--- config.mk ---
export PLATFORM = sky130hd
export DESIGN_NAME = pe_result_collector
export DESIGN_NICKNAME = d
export VERILOG_FILES = /design/src/rtl/pe_collector_pkg.sv /design/src/rtl/result_fifo.sv /design/src/rtl/pe_result_collector.sv
export SDC_FILE = /design/constraint.sdc
export NUM_CORES = 1
export LEC_CHECK = 0
export ABC_AREA = 1
export CORE_MARGIN = 3
export CORE_UTILIZATION = 40
export DETAILED_ROUTE_END_ITERATION = 7
export DONT_BUFFER_PORTS = 1
export GPL_ROUTABILITY_DRIVEN = 0
export SETUP_SLACK_MARGIN = 0.2
export SYNTH_ARGS = -nofsm -noshare
export SYNTH_HDL_FRONTEND = slang
export SYNTH_SLANG_ARGS = --single-unit
--- constraint.sdc ---
create_clock -name clock -period 3.5 [get_ports clock]
set_clock_uncertainty 0.2 [all_clocks]
set_input_delay 1.05 -clock clock [delete_from_list [all_inputs] [get_ports clock]]
set_output_delay 1.05 -clock clock [all_outputs]
set_load 0.005 [all_outputs]
--- src/rtl/pe_collector_pkg.sv ---
// Shared widths and the fixed-width round/shift/saturate reference function.
// Latency: n/a (package, no logic of its own).
// Backpressure: n/a.
package pe_collector_pkg;

    localparam int C_W     = 19;
    localparam int OUT_W   = 8;
    localparam int SHIFT_W = 4;

    // Saturation bounds held at C_W+1 bits so they compare directly against
    // the widened rounding result.
    localparam logic signed [C_W:0] SAT_MAX = (C_W+1)'((1 << (OUT_W-1)) - 1);
    localparam logic signed [C_W:0] SAT_MIN = ~SAT_MAX;

    // Half-up rounding right shift of a two's-complement accumulator, then
    // clamp to the signed OUT_W range. Shift 0 passes the value through.
    function automatic logic [OUT_W-1:0] round_shift_sat(input logic [C_W-1:0]     c,
                                                         input logic [SHIFT_W-1:0] s);
        logic signed [C_W:0] ext;
        logic        [C_W:0] half;
        logic signed [C_W:0] r;
        logic [OUT_W-1:0]    res;
        ext  = {c[C_W-1], c};
        half = '0;
        r    = ext;
        if (s != '0) begin
            half = (C_W+1)'(1) << (s - SHIFT_W'(1));
            r    = $signed(ext + half) >>> s;
        end
        res = r[OUT_W-1:0];
        if (r > SAT_MAX) begin
            res = SAT_MAX[OUT_W-1:0];
        end else if (r < SAT_MIN) begin
            res = SAT_MIN[OUT_W-1:0];
        end
        return res;
    endfunction

endpackage

--- src/rtl/result_fifo.sv ---
// Show-ahead FIFO: head entry is visible on head_dat_o whenever not empty.
// Latency: a push is visible at the head the cycle after the write edge.
// Backpressure: a push while full is accepted only if a pop happens that cycle.
//
// Ports: clock/reset (async active-high), push_i/push_dat_i write side,
// pop_i read side (ignored when empty), head_dat_o (0 when empty),
// count_o occupancy, full_o/empty_o derived from count_o.
module result_fifo #(
    parameter int WIDTH = 8,
    parameter int DEPTH = 4
) (
    input  logic                     clock,
    input  logic                     reset,
    input  logic                     push_i,
    input  logic [WIDTH-1:0]         push_dat_i,
    input  logic                     pop_i,
    output logic [WIDTH-1:0]         head_dat_o,
    output logic [$clog2(DEPTH):0]   count_o,
    output logic                     full_o,
    output logic                     empty_o
);

    localparam int AW = $clog2(DEPTH);
    localparam int CW = AW + 1;

    logic [WIDTH-1:0] mem_q [DEPTH];
    logic [AW-1:0]    wr_ptr_q, wr_ptr_d;
    logic [AW-1:0]    rd_ptr_q, rd_ptr_d;
    logic [CW-1:0]    count_q, count_d;
    logic             wr_en;
    logic             rd_en;

    assign full_o  = (count_q == CW'(DEPTH));
    assign empty_o = (count_q == '0);
    assign count_o = count_q;

    // A pop frees the slot the same cycle, so a full FIFO still takes a push.
    assign wr_en = push_i && (!full_o || pop_i);
    assign rd_en = pop_i && !empty_o;

    // Gate the head so stale storage never leaks out after reset or drain.
    assign head_dat_o = empty_o ? '0 : mem_q[rd_ptr_q];

    always_comb begin
        wr_ptr_d = wr_ptr_q;
        rd_ptr_d = rd_ptr_q;
        count_d  = count_q;
        if (wr_en) begin
            wr_ptr_d = wr_ptr_q + AW'(1);
        end
        if (rd_en) begin
            rd_ptr_d = rd_ptr_q + AW'(1);
        end
        count_d = count_q + CW'(wr_en) - CW'(rd_en);
    end

    always_ff @(posedge clock or posedge reset) begin
        if (reset) begin
            wr_ptr_q <= '0;
            rd_ptr_q <= '0;
            count_q  <= '0;
        end else begin
            wr_ptr_q <= wr_ptr_d;
            rd_ptr_q <= rd_ptr_d;
            count_q  <= count_d;
        end
    end

    always_ff @(posedge clock) begin
        if (wr_en) begin
            mem_q[wr_ptr_q] <= push_dat_i;
        end
    end

endmodule

--- src/rtl/pe_result_collector.sv ---
// Collects completed PE accumulators, rounds/saturates them and queues them.
// Latency: beat sampled at edge t is at the FIFO head after edge t+2.
// Backpressure: io_out_ready pops; a result arriving at a full FIFO with no pop is dropped and io_overflow sticks.
//
// Ports: clock, reset (async active-high); io_in_c/io_in_valid/
// io_in_control_propagate/io_in_control_shift from the tile; io_out_valid/
// io_out_bits/io_out_ready drain port; io_count occupancy; io_overflow sticky.
module pe_result_collector #(
    parameter int C_W     = pe_collector_pkg::C_W,
    parameter int OUT_W   = pe_collector_pkg::OUT_W,
    parameter int SHIFT_W = pe_collector_pkg::SHIFT_W,
    parameter int DEPTH   = 4
) (
    input  logic                   clock,
    input  logic                   reset,
    input  logic [C_W-1:0]         io_in_c,
    input  logic                   io_in_valid,
    input  logic                   io_in_control_propagate,
    input  logic [SHIFT_W-1:0]     io_in_control_shift,
    output logic                   io_out_valid,
    output logic [OUT_W-1:0]       io_out_bits,
    input  logic                   io_out_ready,
    output logic [$clog2(DEPTH):0] io_count,
    output logic                   io_overflow
);

    localparam logic signed [C_W:0] SAT_MAX = (C_W+1)'((1 << (OUT_W-1)) - 1);
    localparam logic signed [C_W:0] SAT_MIN = ~SAT_MAX;

    // Window tracking
    logic seen_q, seen_d;
    logic prev_prop_q, prev_prop_d;
    logic emit;

    // Stage 1: captured beat
    logic               s1_vld_q;
    logic [C_W-1:0]     s1_c_q;
    logic [SHIFT_W-1:0] s1_shift_q;

    // Stage 2: rounded result waiting to be written
    logic               s2_vld_q;
    logic [OUT_W-1:0]   s2_res_q;

    logic signed [C_W:0] ext;
    logic        [C_W:0] half;
    logic signed [C_W:0] rnd;
    logic [OUT_W-1:0]    sat;

    logic ovf_q, ovf_d;
    logic fifo_full;
    logic fifo_empty;
    logic pop;

    // The first valid beat only primes prev_prop; afterwards any change of
    // propagate on a valid beat marks the end of a window.
    always_comb begin
        seen_d      = seen_q;
        prev_prop_d = prev_prop_q;
        emit        = 1'b0;
        if (io_in_valid) begin
            seen_d      = 1'b1;
            prev_prop_d = io_in_control_propagate;
            emit        = seen_q && (io_in_control_propagate != prev_prop_q);
        end
    end

    // One extra bit of headroom keeps c + 2^(s-1) from wrapping.
    always_comb begin
        ext  = {s1_c_q[C_W-1], s1_c_q};
        half = '0;
        rnd  = ext;
        if (s1_shift_q != '0) begin
            half = (C_W+1)'(1) << (s1_shift_q - SHIFT_W'(1));
            rnd  = $signed(ext + half) >>> s1_shift_q;
        end
        sat = rnd[OUT_W-1:0];
        if (rnd > SAT_MAX) begin
            sat = SAT_MAX[OUT_W-1:0];
        end else if (rnd < SAT_MIN) begin
            sat = SAT_MIN[OUT_W-1:0];
        end
    end

    assign io_out_valid = !fifo_empty;
    assign pop          = io_out_valid && io_out_ready;

    // Drop is decided in the write cycle against that same cycle's pop.
    assign ovf_d       = ovf_q || (s2_vld_q && fifo_full && !pop);
    assign io_overflow = ovf_q;

    always_ff @(posedge clock or posedge reset) begin
        if (reset) begin
            seen_q      <= 1'b0;
            prev_prop_q <= 1'b0;
            s1_vld_q    <= 1'b0;
            s1_c_q      <= '0;
            s1_shift_q  <= '0;
            s2_vld_q    <= 1'b0;
            s2_res_q    <= '0;
            ovf_q       <= 1'b0;
        end else begin
            seen_q      <= seen_d;
            prev_prop_q <= prev_prop_d;
            s1_vld_q    <= emit;
            s1_c_q      <= io_in_c;
            s1_shift_q  <= io_in_control_shift;
            s2_vld_q    <= s1_vld_q;
            s2_res_q    <= sat;
            ovf_q       <= ovf_d;
        end
    end

    result_fifo #(
        .WIDTH (OUT_W),
        .DEPTH (DEPTH)
    ) u_fifo (
        .clock      (clock),
        .reset      (reset),
        .push_i     (s2_vld_q),
        .push_dat_i (s2_res_q),
        .pop_i      (pop),
        .head_dat_o (io_out_bits),
        .count_o    (io_count),
        .full_o     (fifo_full),
        .empty_o    (fifo_empty)
    );

endmodule

Word-level counts from Yosys, hierarchy flattened
Memory sizes are Yosys's and may differ from the RTL's.
Cells that the tools add are included.
Storage, ports and cells
  output and inout bits: 13
  memory bits (writable): 32
  latch bits: 0
  word-level logic and storage cells: 44
  register bits after elaboration: 43
  memories: 1
  bits in read-only memories: 0
  input bits: 28
Memories
  u_fifo.mem_q: depth 4, bits a word 8, rd ports 1, clocked after memory_dff 0, wr ports 1, line result_fifo.sv:26  | logic [WIDTH-1:0] mem_q [DEPTH];
Cells by class
  $lt $le $gt $ge: 2
  add/subtract/negate cells: 6
  shift-type cells: 2
  multiply operators: 0
  bitwise gates (word level): 0
  divide/modulo/power cells: 0
  muxes and demuxes: 7
  reductions and logical operators: 13
  eq/ne operators: 2
Operator list (number)
  8-bit two-way mux: 3
  20-bit adder: 1
  20-bit by 8-bit > comparator with 1-bit output, second input constant: 1
  20-bit by 8-bit < comparator with 1-bit output, second input constant: 1
  20-bit two-way mux: 1
  1-bit by 4-bit << shifter with 20-bit output, first input constant: 1
  20-bit by 4-bit >>> shifter with 20-bit output: 1
  1-bit logical AND: 6
  2-bit by 1-bit adder with 2-bit output, second input constant: 2
  4-bit nonzero test: 1
  4-bit by 1-bit subtractor with 4-bit output, second input constant: 1
  3-bit by 1-bit adder with 3-bit output: 1
  3-bit equality test, second input constant: 1
  1-bit logical NOT: 3
  3-bit logical NOT: 1
  1-bit two-way mux: 3
  3-bit by 1-bit subtractor with 3-bit output: 1
  1-bit logical OR: 2
  1-bit != test: 1

Depth between registers and ports, before layout
  depth after elaboration: 8
  gate-level depth with buffers: 30
  mapped depth without buffers: 28

By module
Synthesis repeated with hierarchy kept, for this count alone.
Unflattened totals
  cell total of the unflattened synthesis: 769
  area, all modules: 5407.7 µm²
Modules (own cells, without submodules)
  pe_result_collector: sequential area each 900.9 µm², cells an instance 589, area each 3592.2 µm², instances 1
  result_fifo: sequential area each 1136.1 µm², cells an instance 180, area each 1815.5 µm², instances 1

Least setup slack after synthesis
No wires, ideal clock.
  path type: reg-to-reg
  from: reg s1_shift_q[2]
  to: reg s2_res_q[0]
  slack: -0.176 ns
  stages on the path, launching flop included: 28
  path buffers: 3
  library setup time: 0.119 ns
  arrival: 3.356 ns
  required time: 3.181 ns
  period minus slack after synthesis: 3.676 ns
  cells stage by stage: dfrtp_1 > buf_2 > inv_2 > buf_2 > buf_1 > nand2_1 > nor2_1 > ha_1 > inv_1 > fa_1 > inv_1 > nand3_1 > nand2_1 > nand2_1 > nand3_1 > nand2_1 > nand3_1 > nand3_1 > nand2_1 > nand2_1 > nand3_2 > nand3_1 > nand3_2 > nand3_1 > nor2_1 > nand3_1 > nand2_2 > nand2_1
Between the ends
  longest elaborated chain between the ends: 8
  elaborated cells between the ends (all ways): 10
  those cells by class: add/sub (2); order compare (2); shift (2); mux (3); reduce/logical (1)
RTL lines
  from (decl): line pe_result_collector.sv:38  | logic [SHIFT_W-1:0] s1_shift_q;
  from (signal assigned): line pe_result_collector.sv:106  | s1_shift_q <= io_in_control_shift;
  4-bit by 1-bit subtractor with 4-bit output: line pe_result_collector.sv:73  | half = (C_W+1)'(1) << (s1_shift_q - SHIFT_W'(1));
  1-bit by 4-bit << shifter with 20-bit output: line pe_result_collector.sv:73
  20-bit adder: line pe_result_collector.sv:74  | rnd = $signed(ext + half) >>> s1_shift_q;
  20-bit by 4-bit >>> shifter with 20-bit output: line pe_result_collector.sv:74
  20-bit two-way mux (*): line pe_result_collector.sv:72  | if (s1_shift_q != '0) begin
  20-bit by 8-bit < comparator with 1-bit output: line pe_result_collector.sv:79  | end else if (rnd < SAT_MIN) begin
  8-bit two-way mux: line pe_result_collector.sv:79
  8-bit two-way mux (*): line pe_result_collector.sv:77  | if (rnd > SAT_MAX) begin
  net sat[0]: line pe_result_collector.sv:47  | logic [OUT_W-1:0] sat;
  to (signal assigned): line pe_result_collector.sv:108  | s2_res_q <= sat;
  to (decl): line pe_result_collector.sv:42  | logic [OUT_W-1:0] s2_res_q;
Mark *: on every way through the listed nets, which the timed path passes. The rest lies on a longest branch.
A chain may end at the register's enable or synchronous reset.

Final worst setup path
  from: reg s1_shift_q[1]
  to: reg s2_res_q[0]
Same word-level chain as after synthesis.

==> flow_summary.toml <==
[global_route]
grt_max_degree = 44
grt_overflow = 0
grt_pass1_wl_um = 24150
antenna_found_initial = 1
grt_pass1_vias = 4726
grt_use_total = 0.2118

[min_path]
hp-class = "flop to flop"

[worst_setup_path]
crit_path_max_fanout = 7
end_kind = "flop"
start_kind = "flop"
critPathRequiredTime_ns = 3.57
path_class = "flop to flop"
cp.arrival_ns = 3.47

[synth]
ys_ff_latch = 75
ys_top_cells_by_area = "dfrtp_1 21%, edfxtp_1 19%, nand2_1 15%"
netlist_area_um2 = 5176
synth_top_area_cell = "dfrtp_1"
avgSynthCellArea_um2 = 7.120
syn_inst = 727
syn_nets = 779
yosysSeqAreaShare = 0.3935
synth_cell_type_count = 34
synth_top_cell_area_share = 0.2079
ys_warn_count = 0

[sta]
slew_violations = 0
fin_crit_sh = 0.9706
setup_violations = 0
rsz0062_at_grt = "yes"
worst_slack_ns = 0.1030
hold_viol = 0
whs_ns = 0.1477
period_minus_slack_ns = 3.397
worst_slew_pin_slew_ns = 0.9069
slew_headroom = 0.3945
max_freq_mhz = 294.4

[floorplan]
ios = 41
start_util = 0.4204
die_area_um2 = 14340
core_um2 = 12310
chipHeight_um = 119.8
die_w_um = 119.8
rows = 40

[power_and_ir_drop]
p_leak_nw = 3.076
max-vdd-ir-drop_v = 0.0002799
powerDensity_nw_per_um2 = 438.8

[clock_network]
cts_sinks = 75
cts_max_path_buffers = 2
cts_tree = "done"
clk_pin_slew_ns = 0.06
htree_levels = 3
numCtsBuffers = 9
cts_root_buffer = "clkbuf_16"
worst_skew_pair.late_latency_ns = 0.34

[run_status]
outcome = "completed"

[cells_and_area]
fin_nets = 819
fill_cells = 1162
post-route-util = 0.5393
area_growth_pct = 28.28
drive_gt1_frac = 0.3070
antenna_cells = 0

[routing]
drc = 0
drt_first_iter_violations = 384
routed_wl_um = 15000
routed-via-count = 4958
ant_nets = 0
drt-pass1-iter-count = 5
drt-wirelength-per-cell_um = 15.96
vias_per_cell = 5.274

[placed_design]
dp_slack_ns = -0.09485
port_buffers = 0
hpwl_um = 10980

[flow_run]
cap_violations = 0
-- cells in the final DEF, fill, tap and decap left out, types with 17 or more instances in the layout --
master    count
dfrtp_1      41
a21oi_1      17
edfxtp_1     32
nand3_1      63
nand2_1     163
nand2_2      42
inv_1        76
o21ai_0      28
nor2_1       68
buf_4        44
nand3_2      44
-- path summary, 6_finish.rpt --
kind,from,end,slack [ns],depth (start not counted)
worst max register to register,s1_shift_q[1],s2_res_q[0],0.10,24
max in group asynchronous,reset,s1_shift_q[1],1.87,1
worst max-delay path,s1_shift_q[1],s2_res_q[0],0.10,24
worst min register to register,s1_vld_q,s2_vld_q,0.15,0
min in group asynchronous,reset,s1_c_q[9],0.59,1
worst min-delay path,s1_vld_q,s2_vld_q,0.15,0
-- final cells by class --
type	instances	area, µm²	area share
repair buffers	48	384.1	0.05785
clock buffers	10	229.0	0.03448
well taps	168	210.2	0.03166
flip-flops and latches	75	2039	0.3071
clock inverters	6	41.29	0.006218
multi-input cells	536	3367	0.5071
inverters	97	369.1	0.05559
-- Yosys cell counts --
| cell | number |
|---|---|
| nand2_1 | 204 |
| nand3_1 | 99 |
| nor2_1 | 88 |
| inv_1 | 83 |
| dfrtp_1 | 43 |
| edfxtp_1 | 32 |
| o21ai_0 | 29 |
| a21oi_1 | 24 |
| ha_1 | 22 |
| inv_2 | 10 |
| nand3_2 | 10 |
| clkbuf_1 | 9 |
| nand2_2 | 8 |
| buf_2 | 7 |
| nor2_2 | 7 |
| xor2_1 | 7 |
| nand4_1 | 5 |
| nor3_1 | 5 |
| o211ai_1 | 5 |
| clkinv_1 | 4 |
| o221ai_1 | 4 |
| xnor2_1 | 4 |
| buf_1 | 3 |
| a21oi_2 | 2 |
| fa_1 | 2 |
| o21bai_1 | 2 |
| or2_2 | 2 |
| a22oi_1 | 1 |
| a31oi_1 | 1 |
| and2_1 | 1 |
| mux2i_1 | 1 |
| nand2_4 | 1 |
| nor2_4 | 1 |
| or2_0 | 1 |
-- routing by layer --
layer  track usage  share of wire
met3       0.05042          0.068
met2        0.3245           0.45
met1        0.2916           0.44
met5             0              0
met4       0.07874          0.035
-- power by group --
| part | internal (W) | leakage [nW] | switching [W] |
|---|---|---|---|
| clock network | 0.000479 | 0.125 | 0.000358 |
| registers | 0.00105 | 0.782 | 0.000133 |
| logic | 0.000341 | 2.17 | 0.000556 |
-- flip-flops by register name (all words and copies together), names as in the netlist --
signal / flops
io_overflow: 1
s2_vld_q: 1
s2_res_q: 8
u_fifo.rd_ptr_q: 2
s1_shift_q: 4
s1_c_q: 19
u_fifo.count_o: 3
seen_q: 1
prev_prop_q: 1
u_fifo.wr_ptr_q: 2
s1_vld_q: 1
u_fifo.mem_q: 32
-- worst max-delay path: stages (launching register included) --
cell and delay [ns]:
dfrtp_2 0.44, buf_6 0.13, nor2_4 0.15, nand2_2 0.10, buf_4 0.17, nor2_4 0.18, ha_4 0.26, a21oi_2 0.15
o21ai_1 0.10, a21oi_2 0.16, buf_4 0.14, nand3_2 0.09, nand3_2 0.10, nand3_2 0.11, nand3_2 0.08, nand3_1 0.08
nand2_1 0.13, nand2_1 0.06, clkinv_1 0.04, nand2_1 0.05, nor2_2 0.12, nand2_2 0.08, nand2_4 0.09, nand2_1 0.07
nand2_2 0.06
-- metrics by stage --
stage | total power (W) | setup TNS [ns] | cell area [µm²] | cells
2_1_floorplan | 0.001761 | 0 | 5216 | 727
3_3_place_gp | 0.001955 | -0.6300 | 5528 | 901
4_1_cts | 0.002894 | 0 | 6330 | 934
5_1_grt | 0.003116 | -0.9019 | 6640 | 940
3_5_place_dp | 0.001983 | -0.5584 | 5528 | 901
6_report | 0.002914 | 0 | 6640 | 940
-- cell families after synthesis --
family,after synthesis,share of synthesized area
XOR/XNOR,11,0.01861
AO/OA/AOI/OAI,68,0.07421
adder cells (fa/ha/maj),24,0.06091
AND/OR/NAND/NOR,432,0.3650
multiplexers,1,0.001934
flip-flops,75,0.3935
buffers and inverters,116,0.08581
-- timing repair --
item	4_1_cts	5_1_grt
endpoints found under the hold margin	0	0
hold buffers	0	0
resized for setup	96	61
pin swaps	39	29
endpoints found under the setup margin	7	8
buffers inserted	17	6
Power figures use the tool's default switching activity.
